$ cat config.mk
export PLATFORM = sky130hd
export DESIGN_NAME = mem_arbiter
export DESIGN_NICKNAME = d
export VERILOG_FILES = /design/src/rtl/mem_arbiter.sv
export SDC_FILE = /design/constraint.sdc
export NUM_CORES = 1
export LEC_CHECK = 0
export BUFFER_PORTS_ARGS = -buffer_cell sky130_fd_sc_hd__buf_4
export CAP_MARGIN = 20
export CORE_AREA = 2 2 106 108
export CTS_CLUSTER_DIAMETER = 80
export DETAILED_ROUTE_END_ITERATION = 7
export DIE_AREA = 0 0 108 110
export SETUP_SLACK_MARGIN = 0.15
export SLEW_MARGIN = 40
export SYNTH_ARGS = -nofsm -noshare
export SYNTH_HDL_FRONTEND = slang
export SYNTH_SLANG_ARGS = --single-unit
$ cat constraint.sdc
create_clock -name clk -period 1.7 [get_ports clk]
set_input_delay 0.085 -clock clk [delete_from_list [all_inputs] [get_ports clk]]
set_output_delay 0.085 -clock clk [all_outputs]
set_load 0.05 [all_outputs]
$ cat src/rtl/mem_arbiter.sv
`default_nettype none
// ============================================================================
// Module   : mem_arbiter
// Purpose  : Round-robin arbiter that shares one word-addressed memory port
//            between NUM_REQ cache controllers. The grant is held for the whole
//            burst, and an optional beat limit hands the port to a waiting peer.
// Revision : 1.0
// ============================================================================
module mem_arbiter #(
    parameter int NUM_REQ    = 2,
    parameter int ADDR_WIDTH = 32,
    parameter int DATA_WIDTH = 32,
    parameter int MAX_BEATS  = 8
) (
    input  logic                          clk,
    input  logic                          rst,
    input  logic [NUM_REQ-1:0]            req_i,
    input  logic [NUM_REQ-1:0]            we_i,
    input  logic [NUM_REQ*ADDR_WIDTH-1:0] addr_i,
    input  logic [NUM_REQ*DATA_WIDTH-1:0] wdata_i,
    output logic [DATA_WIDTH-1:0]         rdata_o,
    output logic [NUM_REQ-1:0]            ready_o,
    output logic [NUM_REQ-1:0]            grant_o,
    output logic                          busy,
    output logic                          mem_req,
    output logic                          mem_we,
    output logic [ADDR_WIDTH-1:0]         mem_addr,
    output logic [DATA_WIDTH-1:0]         mem_wdata,
    input  logic [DATA_WIDTH-1:0]         mem_rdata,
    input  logic                          mem_ready
);

    localparam int c_IDX_W = (NUM_REQ > 1) ? $clog2(NUM_REQ) : 1;
    localparam int c_CNT_W = (MAX_BEATS > 0) ? $clog2(MAX_BEATS + 1) : 1;
    localparam logic [c_IDX_W-1:0] c_LAST_IDX = c_IDX_W'(NUM_REQ - 1);
    localparam logic [c_IDX_W:0]   c_NUM_EXT  = (c_IDX_W+1)'(NUM_REQ);
    localparam logic [c_CNT_W-1:0] c_MAX_CNT  = c_CNT_W'(MAX_BEATS);

    typedef enum logic [0:0] {
        S_IDLE = 1'b0,
        S_OWN  = 1'b1
    } state_t;

    state_t               r_state;
    state_t               w_state_nxt;
    logic [c_IDX_W-1:0]   r_owner;
    logic [c_IDX_W-1:0]   r_rr_ptr;
    logic [c_CNT_W-1:0]   r_beat_cnt;

    logic [ADDR_WIDTH-1:0] w_addr  [NUM_REQ];
    logic [DATA_WIDTH-1:0] w_wdata [NUM_REQ];
    logic [NUM_REQ-1:0]    w_owner_oh;
    logic [c_IDX_W-1:0]    w_sel;
    logic [c_IDX_W:0]      w_idx;
    logic                  w_found;
    logic                  w_own_req;
    logic                  w_others;
    logic                  w_beat;
    logic                  w_limit_hit;
    logic                  w_preempt;

    genvar k;
    generate
        for (k = 0; k < NUM_REQ; k++) begin : g_unpack
            assign w_addr[k]  = addr_i[k*ADDR_WIDTH +: ADDR_WIDTH];
            assign w_wdata[k] = wdata_i[k*DATA_WIDTH +: DATA_WIDTH];
        end
    endgenerate

    assign rdata_o     = mem_rdata;
    assign w_owner_oh  = {{(NUM_REQ-1){1'b0}}, 1'b1} << r_owner;
    assign w_own_req   = req_i[r_owner];
    assign w_others    = |(req_i & ~w_owner_oh);
    assign w_beat      = (r_state == S_OWN) && w_own_req && mem_ready;
    assign w_limit_hit = (({1'b0, r_beat_cnt} + {{c_CNT_W{1'b0}}, 1'b1}) == {1'b0, c_MAX_CNT});
    // Preemption only lands on a completed beat, so no transfer is ever cut short.
    assign w_preempt   = (MAX_BEATS != 0) && w_beat && w_limit_hit && w_others;

    // First requester at or after the round-robin pointer, wrapping modulo NUM_REQ.
    always_comb begin
        w_found = 1'b0;
        w_sel   = r_rr_ptr;
        w_idx   = '0;
        for (int i = 0; i < NUM_REQ; i++) begin
            w_idx = {1'b0, r_rr_ptr} + (c_IDX_W+1)'(i);
            if (w_idx >= c_NUM_EXT) begin
                w_idx = w_idx - c_NUM_EXT;
            end
            if (!w_found && req_i[w_idx[c_IDX_W-1:0]]) begin
                w_found = 1'b1;
                w_sel   = w_idx[c_IDX_W-1:0];
            end
        end
    end

    always_comb begin
        w_state_nxt = r_state;
        mem_req     = 1'b0;
        mem_we      = 1'b0;
        mem_addr    = '0;
        mem_wdata   = '0;
        ready_o     = '0;
        grant_o     = '0;
        busy        = 1'b0;
        case (r_state)
            S_IDLE: begin
                if (w_found) begin
                    w_state_nxt = S_OWN;
                end
            end
            S_OWN: begin
                grant_o = w_owner_oh;
                busy    = 1'b1;
                mem_req = w_own_req;
                if (w_own_req) begin
                    mem_we    = we_i[r_owner];
                    mem_addr  = w_addr[r_owner];
                    mem_wdata = w_wdata[r_owner];
                    ready_o   = mem_ready ? w_owner_oh : '0;
                end
                if (!w_own_req || w_preempt) begin
                    w_state_nxt = S_IDLE;
                end
            end
            default: begin
                w_state_nxt = S_IDLE;
            end
        endcase
    end

    always_ff @(posedge clk or posedge rst) begin
        if (rst) begin
            r_state    <= S_IDLE;
            r_owner    <= '0;
            r_rr_ptr   <= '0;
            r_beat_cnt <= '0;
        end else begin
            r_state <= w_state_nxt;
            case (r_state)
                S_IDLE: begin
                    if (w_found) begin
                        r_owner    <= w_sel;
                        r_beat_cnt <= '0;
                    end
                end
                S_OWN: begin
                    if (w_beat && (r_beat_cnt != c_MAX_CNT)) begin
                        r_beat_cnt <= r_beat_cnt + 1'b1;
                    end
                    if (w_state_nxt == S_IDLE) begin
                        r_rr_ptr <= (r_owner == c_LAST_IDX) ? '0 : r_owner + 1'b1;
                    end
                end
                default: begin
                    r_beat_cnt <= '0;
                end
            endcase
        end
    end

endmodule
`default_nettype wire

==> impl_metrics.csv <==
group,metric,value,unit
synth,syn_inst,235,
synth,synth_cell_types,30,
synth,yosys.area.top_type_share,38.12,%
final_layout,final_common_cell,"buf_4",
routing,wl_per_cell,13.57,microns
grt,met2_usage,21.52,%
synth,synth.net_count,405,
critical_path,worstPathMaxFanout,7,
critical_path,path_class,"reg -> out",
grt,grt_pass1_wl,10470,microns
floorplan,std_cell_rows,38,
final_layout,final_cell_area,0.004084,sq mm
clock_tree,clock_sinks,7,
final_layout,drive_above_1_share,73.25,%
synth,synth_compound_area_share,4.982,%
min_path,worstHoldStart,"req_i[0]",
floorplan,die_y,110,microns
synth,yosysWarningCount,0,
placement,hpwl,5986,microns
critical_path,crit_family,"flip-flops",
synth,synthAdderAreaFrac,2.166,%
timing,fin_skew,0.3705,ps
routing,drc,0,
placement,io_buffers,205,
grt,grtUsageMet1,11.64,%
synth,muxShareOfSynthArea,38.99,%
critical_path,rr_endpoint,"r_beat_cnt[3]$_DFFE_PP0P_",
critical_path,reg2regPathDepth,6,
critical_path,slowest_stage,"dfrtp_4",
timing,tns,-1369,ps
timing,rsz0062_at_grt,"true",
critical_path,reg2reg_slack,60,ps
grt,grt_max_degree,41,
clock_tree,cts_made_buffers,3,
final_layout,layout_common_cells,"162 x buf_4, 60 x mux2i_1, 45 x nor2_4, 42 x buf_6, 20 x nor2_2",
synth,synth_top_family_by_area,"multiplexers",
clock_tree,cts_tree,"yes",
clock_tree,clock_tree.root_cell,"clkbuf_8",
critical_path,cp_cell_sequence,"mux2_4, nand2_8, buf_12, buf_12, nor2_4, buf_6",
synth,synthTopCellsByArea,"mux2i_1 38%, buf_4 17%, nor2_1 14%, dfrtp_1 10%, buf_2 2.3%",
status,status,"finished, violations left",
timing,period_needed,1753,ps
placement,gp_congestion,0.7995,
clock_tree,clk_pin_slew,40,ps
critical_path,cp-end-kind,"output pin",
routing,ant_nets,0,
grt,grt_pass1_vias,2200,
placement,place_area,0.003652,sq mm
synth,ys.flop_type,"dfrtp_1",
synth,synthSimpleGateAreaFrac,22.82,%
job,max_cap_viol_count,0,
power,peakVddDrop,796.6,uV
routing,wl,7529,microns
critical_path,cp.required,1620,ps
min_path,hold_class,"in -> reg",
min_path,hold_end,"r_owner$_DFFE_PP0P_",
floorplan,ios,270,
synth,avgSynthCellArea,7.374,sq um
final_layout,diodes,0,
min_path,hold_path_depth,2,
timing,hold_viol_final,0,
floorplan,fp.dieW,108,microns
final_layout,fin_cells,555,
timing,maxSlewViolCount,0,
routing,viasPerCell,4.077,
synth,synthArstFlopShare,100.0,%
clock_tree,insertion_delay,220,ps
critical_path,timing.critical_path.buf_inv,3,
placement,dp.cells,542,
floorplan,core,0.01070,sq mm
status,violations,"negative setup slack",
synth,ys_seq_elements,7,
timing,finalCritPeriodShare,103.1,%
final_layout,synthToLayoutAreaGrowth,135.7,%
grt,grt_overflow_total,0,
timing,setup_viol,49,
critical_path,start_kind,"register",
routing,drt_iter0_drc,73,
critical_path,max_stage_delay,500,ps
power,power_density,1657,mW/mm^2
grt,antenna_found_initial,0,
clock_tree,htreeDepth,1,
grt,use_met3,2.116,%
synth,ys_seq_area_share,10.11,%
synth,synth_edf_count,0,
synth,syn_area,0.001733,sq mm
grt,grt_usage,10.82,%
timing,slew_headroom,75.25,%
timing,worst_pin_slew,361.0,ps
critical_path,arrival,1670,ps
floorplan,initial_utilization,16.20,%
power,p_leak,2.018,nW
timing,fmax,570.3,MHz
final_layout,fin_nets,586,
floorplan,die-area,0.01188,sq mm
routing,dr_total_vias,2263,
routing,first_pass_iters,4,
clock_tree,cts.path.max_buffers,2,
synth,yosys.area_share.xor_xnor,0,%
critical_path,crit_start,"r_owner$_DFFE_PP0P_",
critical_path,cp_common_cell,"buf_12",
grt,grt_busiest_layer,"met2",
timing,worst_slack,-53.32,ps
critical_path,rr_startpoint,"r_owner$_DFFE_PP0P_",
synth,synth_top_area_cell,"mux2i_1",
## metrics by stage
stage                     setup WS [ps]  utilization, %  hold WS [ps]  power, mW
after floorplan                   122.4               -        -111.7      4.592
after global placement            92.20           34.14         43.29      5.884
after detailed placement          72.41           34.14         47.38      5.932
after CTS                        -62.47           37.52         91.70      6.696
after global routing             -84.57           38.18         104.6      7.086
final                            -53.32           38.18         103.6      6.767
## synthesized netlist by cell type (2+ instances only)
master   number
inv_1         7
buf_4        39
nor2_1       66
and2_1        4
nand2_1       7
ha_1          3
o21ai_1       3
nand3_1       5
a21oi_1       2
mux2i_1      66
buf_2         8
dfrtp_1       7
## power breakdown
group          switching [mW]  internal, mW  total [mW]
logic                    3.72          2.47        6.19
clock network          0.0679         0.162       0.230
registers               0.112         0.236       0.348
total                    3.90          2.87        6.77
## area by class of cell
class	count	area (sq um)
Clock buffer	4	45.04
Fill cell	1043	6614
Inverter	8	30.03
Multi-Input combinational cell	173	1632
Sequential cell	7	180.2
Tap cell	140	175.2
Timing Repair Buffer	223	2022
## worst max-delay path by stage
stage,to,slack [ps],cells past startpoint
finish,mem_addr[29],-50,6
global route,mem_addr[29],-80,6
CTS,mem_addr[29],-60,6
detailed placement,mem_addr[29],70,6
global placement,mem_addr[26],90,6
floorplan,mem_addr[0],120,5
## what timing repair did
| action | 4_1_cts | 5_1_grt |
|---|---|---|
| hold endpoints to repair | 7 | 0 |
| hold buffers | 1 | 0 |
| cloned | 0 | 0 |
| pin swaps | 7 | 6 |
| setup endpoints to repair | 68 | 69 |
| buffers inserted | 7 | 1 |
| gates resized for setup | 59 | 15 |
## kinds of logic after synthesis
kind of cell             Yosys count
AO/OA/AOI/OAI                     13
buffers and inverters             55
adder cells (fa/ha/maj)            3
flip-flops                         7
multiplexers                      67
AND/OR/NAND/NOR                   90
## routing by layer
| layer | vias up | routed length [microns] | share of wire [%] |
|---|---|---|---|
| li1 | 1115 | - | - |
| met1 | 1024 | 2717 | 36 |
| met2 | 112 | 4047 | 54 |
| met3 | 12 | 666 | 8.8 |
| met4 | 0 | 97 | 1.3 |
| met5 | - | 0 | 0 |
## registers in the layout (all words and copies together) (netlist names)
name and cells:
r_owner 1, r_rr_ptr 1, r_state 1, r_beat_cnt 4
(Power assumes the default switching activity.)
